--- config.mk ---
export PLATFORM = sky130hd
export DESIGN_NAME = data_mem_arbiter
export DESIGN_NICKNAME = d
export VERILOG_FILES = /design/src/rtl/musa_pkg.sv /design/src/rtl/arb_tag_pipe.sv /design/src/rtl/data_mem_arbiter.sv
export SDC_FILE = /design/constraint.sdc
export NUM_CORES = 1
export LEC_CHECK = 0
export CORE_MARGIN = 4
export CORE_UTILIZATION = 25
export DETAILED_ROUTE_END_ITERATION = 10
export PLACE_DENSITY = 0.57
export SLEW_MARGIN = 20
export SYNTH_ARGS = -nofsm -noshare
export SYNTH_HDL_FRONTEND = slang
export SYNTH_HIERARCHICAL = 1
export SYNTH_SLANG_ARGS = --single-unit
--- constraint.sdc ---
create_clock -name clk -period 1.7 [get_ports clk]
set_input_delay 0.34 -clock clk [delete_from_list [all_inputs] [get_ports clk]]
set_output_delay 0.34 -clock clk [all_outputs]
set_load 0.01 [all_outputs]
--- src/rtl/musa_pkg.sv ---
// Shared encodings for the data memory arbiter: requester ownership and arbitration state.
package musa_pkg;

    typedef enum logic {
        OWN_CORE = 1'b0,
        OWN_LCD  = 1'b1
    } owner_e;

    typedef enum logic {
        ARB_CORE = 1'b0,
        ARB_LCD  = 1'b1
    } arb_state_e;

    // Wide enough for the largest starvation limit (15).
    localparam int unsigned CNT_W = 4;

endpackage

--- src/rtl/arb_tag_pipe.sv ---
// Shift register of {valid, owner} tags, one stage per cycle of memory read latency.
module arb_tag_pipe #(
    parameter int unsigned DEPTH = 1
) (
    input  logic clk,
    input  logic rst_n,
    input  logic push_valid,
    input  logic push_owner,
    output logic pop_valid,
    output logic pop_owner
);

    logic [DEPTH-1:0] valid_q, valid_d;
    logic [DEPTH-1:0] owner_q, owner_d;

    always_comb begin
        valid_d    = valid_q;
        owner_d    = owner_q;
        valid_d[0] = push_valid;
        owner_d[0] = push_owner;
        for (int i = 1; i < DEPTH; i++) begin
            valid_d[i] = valid_q[i-1];
            owner_d[i] = owner_q[i-1];
        end
    end

    always_ff @(posedge clk or negedge rst_n) begin
        if (!rst_n) begin
            valid_q <= '0;
            owner_q <= '0;
        end else begin
            valid_q <= valid_d;
            owner_q <= owner_d;
        end
    end

    assign pop_valid = valid_q[DEPTH-1];
    assign pop_owner = owner_q[DEPTH-1];

endmodule

--- src/rtl/data_mem_arbiter.sv ---
// Two-requester arbiter for the single-port data memory: core load/store and LCD reader,
// with a starvation guard and tagged read-data return.
module data_mem_arbiter
    import musa_pkg::*;
#(
    parameter int unsigned ADDR_WIDTH   = 8,
    parameter int unsigned DATA_WIDTH   = 32,
    parameter int unsigned MEM_LATENCY  = 1,
    parameter int unsigned STARVE_LIMIT = 4
) (
    input  logic                  clk,
    input  logic                  rst_n,
    input  logic                  force_lcd,
    input  logic                  core_req,
    input  logic                  core_we,
    input  logic [ADDR_WIDTH-1:0] core_addr,
    input  logic [DATA_WIDTH-1:0] core_wdata,
    output logic                  core_gnt,
    output logic                  core_rvalid,
    output logic [DATA_WIDTH-1:0] core_rdata,
    input  logic                  lcd_req,
    input  logic [ADDR_WIDTH-1:0] lcd_addr,
    output logic                  lcd_gnt,
    output logic                  lcd_rvalid,
    output logic [DATA_WIDTH-1:0] lcd_rdata,
    output logic [ADDR_WIDTH-1:0] mem_addr,
    output logic [DATA_WIDTH-1:0] mem_data,
    output logic                  mem_wren,
    input  logic [DATA_WIDTH-1:0] mem_q,
    output logic                  starve_evt
);

    localparam logic [CNT_W-1:0] Limit = CNT_W'(STARVE_LIMIT);

    arb_state_e             state_q, state_d;
    logic [CNT_W-1:0]       cnt_q, cnt_d;
    logic [ADDR_WIDTH-1:0]  last_addr_q, last_addr_d;
    logic [DATA_WIDTH-1:0]  core_rdata_q, core_rdata_d;
    logic [DATA_WIDTH-1:0]  lcd_rdata_q, lcd_rdata_d;
    logic                   core_rvalid_q, core_rvalid_d;
    logic                   lcd_rvalid_q, lcd_rvalid_d;
    logic                   core_gnt_raw, lcd_gnt_raw, starve_raw;
    logic                   push_valid, pop_valid, pop_owner;
    owner_e                 push_owner;

    always_comb begin
        state_d      = state_q;
        cnt_d        = cnt_q;
        core_gnt_raw = 1'b0;
        lcd_gnt_raw  = 1'b0;
        starve_raw   = 1'b0;
        if (force_lcd) begin
            lcd_gnt_raw  = lcd_req;
            core_gnt_raw = core_req & ~lcd_req;
            cnt_d        = '0;
            if (lcd_req) state_d = ARB_CORE;
        end else if (core_req && lcd_req) begin
            if (state_q == ARB_LCD) begin
                lcd_gnt_raw = 1'b1;
                starve_raw  = 1'b1;
                state_d     = ARB_CORE;
                cnt_d       = '0;
            end else begin
                core_gnt_raw = 1'b1;
                if (cnt_q < Limit) cnt_d = cnt_q + CNT_W'(1);
                if (cnt_d == Limit) state_d = ARB_LCD;
            end
        end else if (core_req) begin
            core_gnt_raw = 1'b1;
        end else if (lcd_req) begin
            lcd_gnt_raw = 1'b1;
            state_d     = ARB_CORE;
            cnt_d       = '0;
        end
        if (!lcd_req) cnt_d = '0;
    end

    // Grants must be inactive while reset is held, independent of requests.
    assign core_gnt   = core_gnt_raw & rst_n;
    assign lcd_gnt    = lcd_gnt_raw & rst_n;
    assign starve_evt = starve_raw & rst_n;

    always_comb begin
        mem_addr = last_addr_q;
        mem_data = '0;
        mem_wren = 1'b0;
        if (core_gnt) begin
            mem_addr = core_addr;
            mem_data = core_wdata;
            mem_wren = core_we;
        end else if (lcd_gnt) begin
            mem_addr = lcd_addr;
        end
        last_addr_d = mem_addr;
    end

    assign push_valid = lcd_gnt | (core_gnt & ~core_we);
    assign push_owner = lcd_gnt ? OWN_LCD : OWN_CORE;

    arb_tag_pipe #(
        .DEPTH(MEM_LATENCY)
    ) u_tag_pipe (
        .clk       (clk),
        .rst_n     (rst_n),
        .push_valid(push_valid),
        .push_owner(push_owner),
        .pop_valid (pop_valid),
        .pop_owner (pop_owner)
    );

    always_comb begin
        core_rvalid_d = pop_valid & (pop_owner == OWN_CORE);
        lcd_rvalid_d  = pop_valid & (pop_owner == OWN_LCD);
        core_rdata_d  = core_rvalid_d ? mem_q : core_rdata_q;
        lcd_rdata_d   = lcd_rvalid_d ? mem_q : lcd_rdata_q;
    end

    always_ff @(posedge clk or negedge rst_n) begin
        if (!rst_n) begin
            state_q       <= ARB_CORE;
            cnt_q         <= '0;
            last_addr_q   <= '0;
            core_rdata_q  <= '0;
            lcd_rdata_q   <= '0;
            core_rvalid_q <= 1'b0;
            lcd_rvalid_q  <= 1'b0;
        end else begin
            state_q       <= state_d;
            cnt_q         <= cnt_d;
            last_addr_q   <= last_addr_d;
            core_rdata_q  <= core_rdata_d;
            lcd_rdata_q   <= lcd_rdata_d;
            core_rvalid_q <= core_rvalid_d;
            lcd_rvalid_q  <= lcd_rvalid_d;
        end
    end

    assign core_rdata  = core_rdata_q;
    assign lcd_rdata   = lcd_rdata_q;
    assign core_rvalid = core_rvalid_q;
    assign lcd_rvalid  = lcd_rvalid_q;

endmodule

# Yosys cells after proc, flatten, opt, wreduce, memory -nomap -nowiden
# Index checks and enable logic that the tools add are counted.
dict set report word_totals {
  register_bits 81
  input_bits 86
  elab_cells 57
}
dict set report classes {
  add_sub_neg 1
  n_lt_le_gt_ge 1
  eq_ne 3
  mux 31
  bitwise 11
  n_reduce_logical 1
}
# cell count
set ops {}
lappend ops {{two-way mux 4 bit} 9}
lappend ops {{two-way mux 32 bit} 1}
lappend ops {{two-way mux 1 bit} 19}
lappend ops {{two-way mux 8 bit} 2}
lappend ops {{bitwise AND 1 bit} 7}
lappend ops {{adder 4 x 1 -> 4 bit, second input constant} 1}
lappend ops {{equality test 4 x 3 -> 1 bit, second input constant} 1}
lappend ops {{< comparator 4 x 3 -> 1 bit, second input constant} 1}
lappend ops {{inequality test 4 x 3 -> 1 bit, second input constant} 1}
lappend ops {{inequality test 3 x 2 -> 1 bit, second input constant} 1}
lappend ops {{inverter 1 bit} 3}
lappend ops {{logical AND 1 bit} 1}
lappend ops {{bitwise OR 1 bit} 1}

# Longest topological paths before layout
dict set report logic_depth {
  depth_word 10
  mapped_depth 7
  mapped_depth_nobuf 4
}

# Hierarchy
# The synthesis kept the hierarchy.
# mod instances cells_per_inst area_per_inst_um2 seq_area_each_um2
set by_module_without_submodules {}
lappend by_module_without_submodules {data_mem_arbiter 1 256 3368.2 1976.9}
lappend by_module_without_submodules {arb_tag_pipe 1 2 50.0 50.0}

# Worst setup path after synthesis
# OpenSTA, ideal clock, no wires.
dict set report synth_timing {
  path_type {reg-to-output}
  startpoint {register state_q}
  endpoint {output port mem_data[20]}
  t_arrival_ns 1.372
  setup_slack_ns -0.012
  path_stages_with_launch 8
  path_buffers 3
  path_cell_list {dfrtp_1 > o21a_1 > buf_6 > or2_1 > buf_6 > clkinv_4 > buf_6 > and2_1}
}
dict set report synth_between {
  elab_chain_cells 5
}
# item line
set synth_rtl {}
lappend synth_rtl {{start, declared} data_mem_arbiter.sv:35} ;# arb_state_e state_q, state_d;
lappend synth_rtl {{start signal, assigned} data_mem_arbiter.sv:128} ;# state_q <= state_d;
lappend synth_rtl {{two-way mux 1 bit} data_mem_arbiter.sv:58} ;# if (state_q == ARB_LCD) begin
lappend synth_rtl {{two-way mux 1 bit} data_mem_arbiter.sv:57} ;# end else if (core_req && lcd_req) begin
lappend synth_rtl {{two-way mux 1 bit} data_mem_arbiter.sv:52} ;# if (force_lcd) begin
lappend synth_rtl {{bitwise AND 1 bit} data_mem_arbiter.sv:79} ;# assign core_gnt = core_gnt_raw & rst_n;
lappend synth_rtl {{via core_gnt} data_mem_arbiter.sv:18} ;# output logic core_gnt,
lappend synth_rtl {{two-way mux 32 bit} data_mem_arbiter.sv:87} ;# if (core_gnt) begin
lappend synth_rtl {{end, declared} data_mem_arbiter.sv:27} ;# output logic [DATA_WIDTH-1:0] mem_data,
# The timed path passes the listed nets, and every way through them passes these cells.

# Worst setup path after layout
dict set report layout_timing {
  startpoint {register state_q}
  endpoint {output port mem_addr[5]}
}
dict set report layout_between {
  elab_chain_cells 6
}
# item line
set layout_rtl {}
lappend layout_rtl {{two-way mux 1 bit} data_mem_arbiter.sv:58}
lappend layout_rtl {{two-way mux 1 bit} data_mem_arbiter.sv:57}
lappend layout_rtl {{two-way mux 1 bit} data_mem_arbiter.sv:52}
lappend layout_rtl {{bitwise AND 1 bit} data_mem_arbiter.sv:80} ;# assign lcd_gnt = lcd_gnt_raw & rst_n;
lappend layout_rtl {{two-way mux 8 bit} data_mem_arbiter.sv:91} ;# end else if (lcd_gnt) begin
lappend layout_rtl {{two-way mux 8 bit (*)} data_mem_arbiter.sv:87}
lappend layout_rtl {{end, declared} data_mem_arbiter.sv:26} ;# output logic [ADDR_WIDTH-1:0] mem_addr,
# Every way passes the cells marked *; elsewhere a longest branch is shown, timed or not.

==> flow_summary.ini <==
[status]
outcome = finished, violations left
violations = negative setup slack

[routing]
vias = 2856
wl_met1_um = 4390
met2_length_um = 5530
routedWlPerCell_um = 16.1
dr.pass1.iters = 4
drtIter0Drc = 60
highest_layer = met4
finalWirelength_um = 10700
vias_per_cell = 4.31
drc = 0
route.met3.wl_um = 662
ant_nets = 0

[sta]
worst_slew_pin_slew_ps = 793
finalHoldViolations = 0
setup_ws_ps = -392
slew_headroom_pct = 47.1
final-setup-viol-count = 43
fin_crit_sh_pct = 123
rsz0062_at_grt = true
fin_skew_ps = 6.19
slew_viol_final = 0
fmax_ghz = 0.478
setup_tns_ps = -14300
fin_crit_ps = 2090

[power]
ir_drop_v = 0.000507
leakage_nw = 2.73
power.density_nw_per_um2 = 1050

[grt]
grt_pass1_wl_um = 16500
grt_pass1_vias = 2987
grt_max_degree = 63
grt_usage_pct = 13.2
gr-total-overflow = 0
antenna_found_initial = 0

[place]
hpwl_um = 7450
pre_cts_ws_ps = -882
portBuffers = 195
gp_congestion = 0.751

[floorplan]
die-area_sq_um = 15600
row_count = 42
start_util_pct = 25.7
die_x_um = 125
die_h_um = 125
io_pins = 196
core_area_sq_um = 13300

[synthesis]
yosysUniqueCellTypes = 25
synth_area_leaders = dfrtp_1 59%, mux2_2 21%, and2_1 6.0%
synth-seq-cells = 81
synth_mux_area_share_pct = 21.1
synth_common_cells = 81 x dfrtp_1, 64 x mux2_2, 33 x and2_1
yosys.area.top_type_share_pct = 59.3
synth_top_family_by_area = multiplexers
syn_area_sq_um = 3420
synth_edf_count = 0
ys.flop_type = dfrtp_1
syn_nets = 345
syn_inst = 258
synth_xor_area_share_pct = 0.256
synth-simple-area-share_pct = 11.3
synth_most_common_cell = dfrtp_1
ys.warnings.count = 6
ys_async_sr_fraction_pct = 100
synthAdderAreaFrac_pct = 0.366
synth.largest_area_cell = dfrtp_1
synth-compound-area-share_pct = 3.92
avgSynthCellArea_sq_um = 13.2
yosysSeqAreaShare_pct = 59.3

[hold_path]
hold_class = input port to asynchronous set/reset pin

[clock_tree]
cts_made_buffers = 9
clockBufferDepth = 2
cts_root_buf = clkbuf_16
insertion_delay_ps = 330
htree_levels = 3
path_clk_slew_ps = 60
cts_num_sinks = 81
tritoncts = built

[layout]
area_growth_pct = 85.9
antenna_cells = 0
final_util_pct = 47.8
drive_gt1_share_pct = 42.1
nets = 569

[setup_path]
rrSetupSlack_ps = 130
timing.rr.start = state_q
path_max_fanout = 8
r2r_cells = 6
worstSetupPathType = register to output pin
critical_path_required_ps = 1360
critPathArrivalTime_ps = 1750
end_kind = output pin
critPathLaunchType = register
r2r_end = last_addr_q[6]

[run]
maxCapViolCount = 0
==> worst max-delay path: stages (launching register included) <==
cell,delay (ps)
dfrtp_1,410
buf_4,150
or3b_4,430
nand4_1,170
a31oi_4,120
buf_6,140
==> layout by cell type (no fill, tap or decap), types with 2 or more instances in the layout <==
master	n
a31oi_4	3
clkinv_2	2
nand2_2	2
clkdlybuf4s50_1	147
o21ai_0	2
clkbuf_16	9
bufinv_16	2
inv_1	4
buf_6	40
a21oi_1	2
nand4_1	8
a31oi_1	2
buf_2	8
mux2_2	64
clkinv_8	6
and2_4	33
dfrtp_1	81
nor3_1	9
a31oi_2	4
buf_4	22
nor2_1	6
o21ai_1	7
dlymetal6s2s_1	2
nand2_1	3
buf_12	3
==> power by group <==
group | switching, mW | internal, mW | leakage (nW) | total [mW]
Clock | 0.742 | 1.32 | 0.159 | 2.07
Sequential | 0.189 | 2.35 | 0.961 | 2.54
Combinational | 0.770 | 1.33 | 1.61 | 2.10
==> stage by stage <==
stage               std cells  instance area [sq um]  total power, mW  hold WS (ps)
floorplan                 258                   3420             3.28          44.4
global placement          631                   5630             4.56           354
detailed placement        631                   5630             4.58           349
CTS                       658                   6040             6.72          91.2
global route              663                   6350             7.05           113
finish                    663                   6350             6.70          96.3
==> registers in the layout (all words and copies together) (netlist names) <==
signal                count
lcd_rdata                32
core_rdata               32
lcd_rvalid                1
u_tag_pipe/pop_owner      1
state_q                   1
last_addr_q               8
u_tag_pipe/pop_valid      1
core_rvalid               1
cnt_q                     4
==> worst max-delay path by stage <==
stage | start | cells past startpoint | slack (ps) | endpoint
2_1_floorplan | state_q | 7 | -10 | mem_data[20]
3_3_place_gp | force_lcd | 6 | -880 | mem_addr[2]
3_5_place_dp | force_lcd | 6 | -880 | mem_addr[5]
4_1_cts | state_q | 5 | -370 | mem_addr[3]
5_1_grt | state_q | 6 | -470 | mem_addr[6]
6_report | state_q | 5 | -390 | mem_addr[5]
==> routing by layer <==
metal	vias to the layer above	GRT usage, %
met3	9	4.82
li1	1353	-
met4	0	3.44
met5	-	0
met1	1406	15.9
met2	88	22.4
==> kinds of logic (layout without fill, tap and decap cells) <==
kind of cell	after synthesis	after routing
simple gates	67	67
flops	81	81
compound gates	23	23
fa+ha+maj	1	1
buf+inv	21	250
mux	64	64
xor+xnor	1	1
==> area by class of cell <==
cell class              instances  area, sq um
flip-flops and latches         81         2030
repair inverters                5         81.3
repair buffers                224         2230
multi-input cells             156         1440
clock buffers                  11          243
clock inverters                 5         78.8
inverters                       5         31.3
well taps                     176          220
fillers                      1217         6940
==> timing repair <==
action | 4_1_cts | 5_1_grt
gates cloned | 4 | 2
resized for setup | 226 | 71
endpoints found under the hold margin | 8 | 0
hold buffers | 1 | 0
buffers inserted | 6 | 3
pin swaps | 23 | 21
endpoints found under the setup margin | 44 | 44
Power figures use the tool's default switching activity.
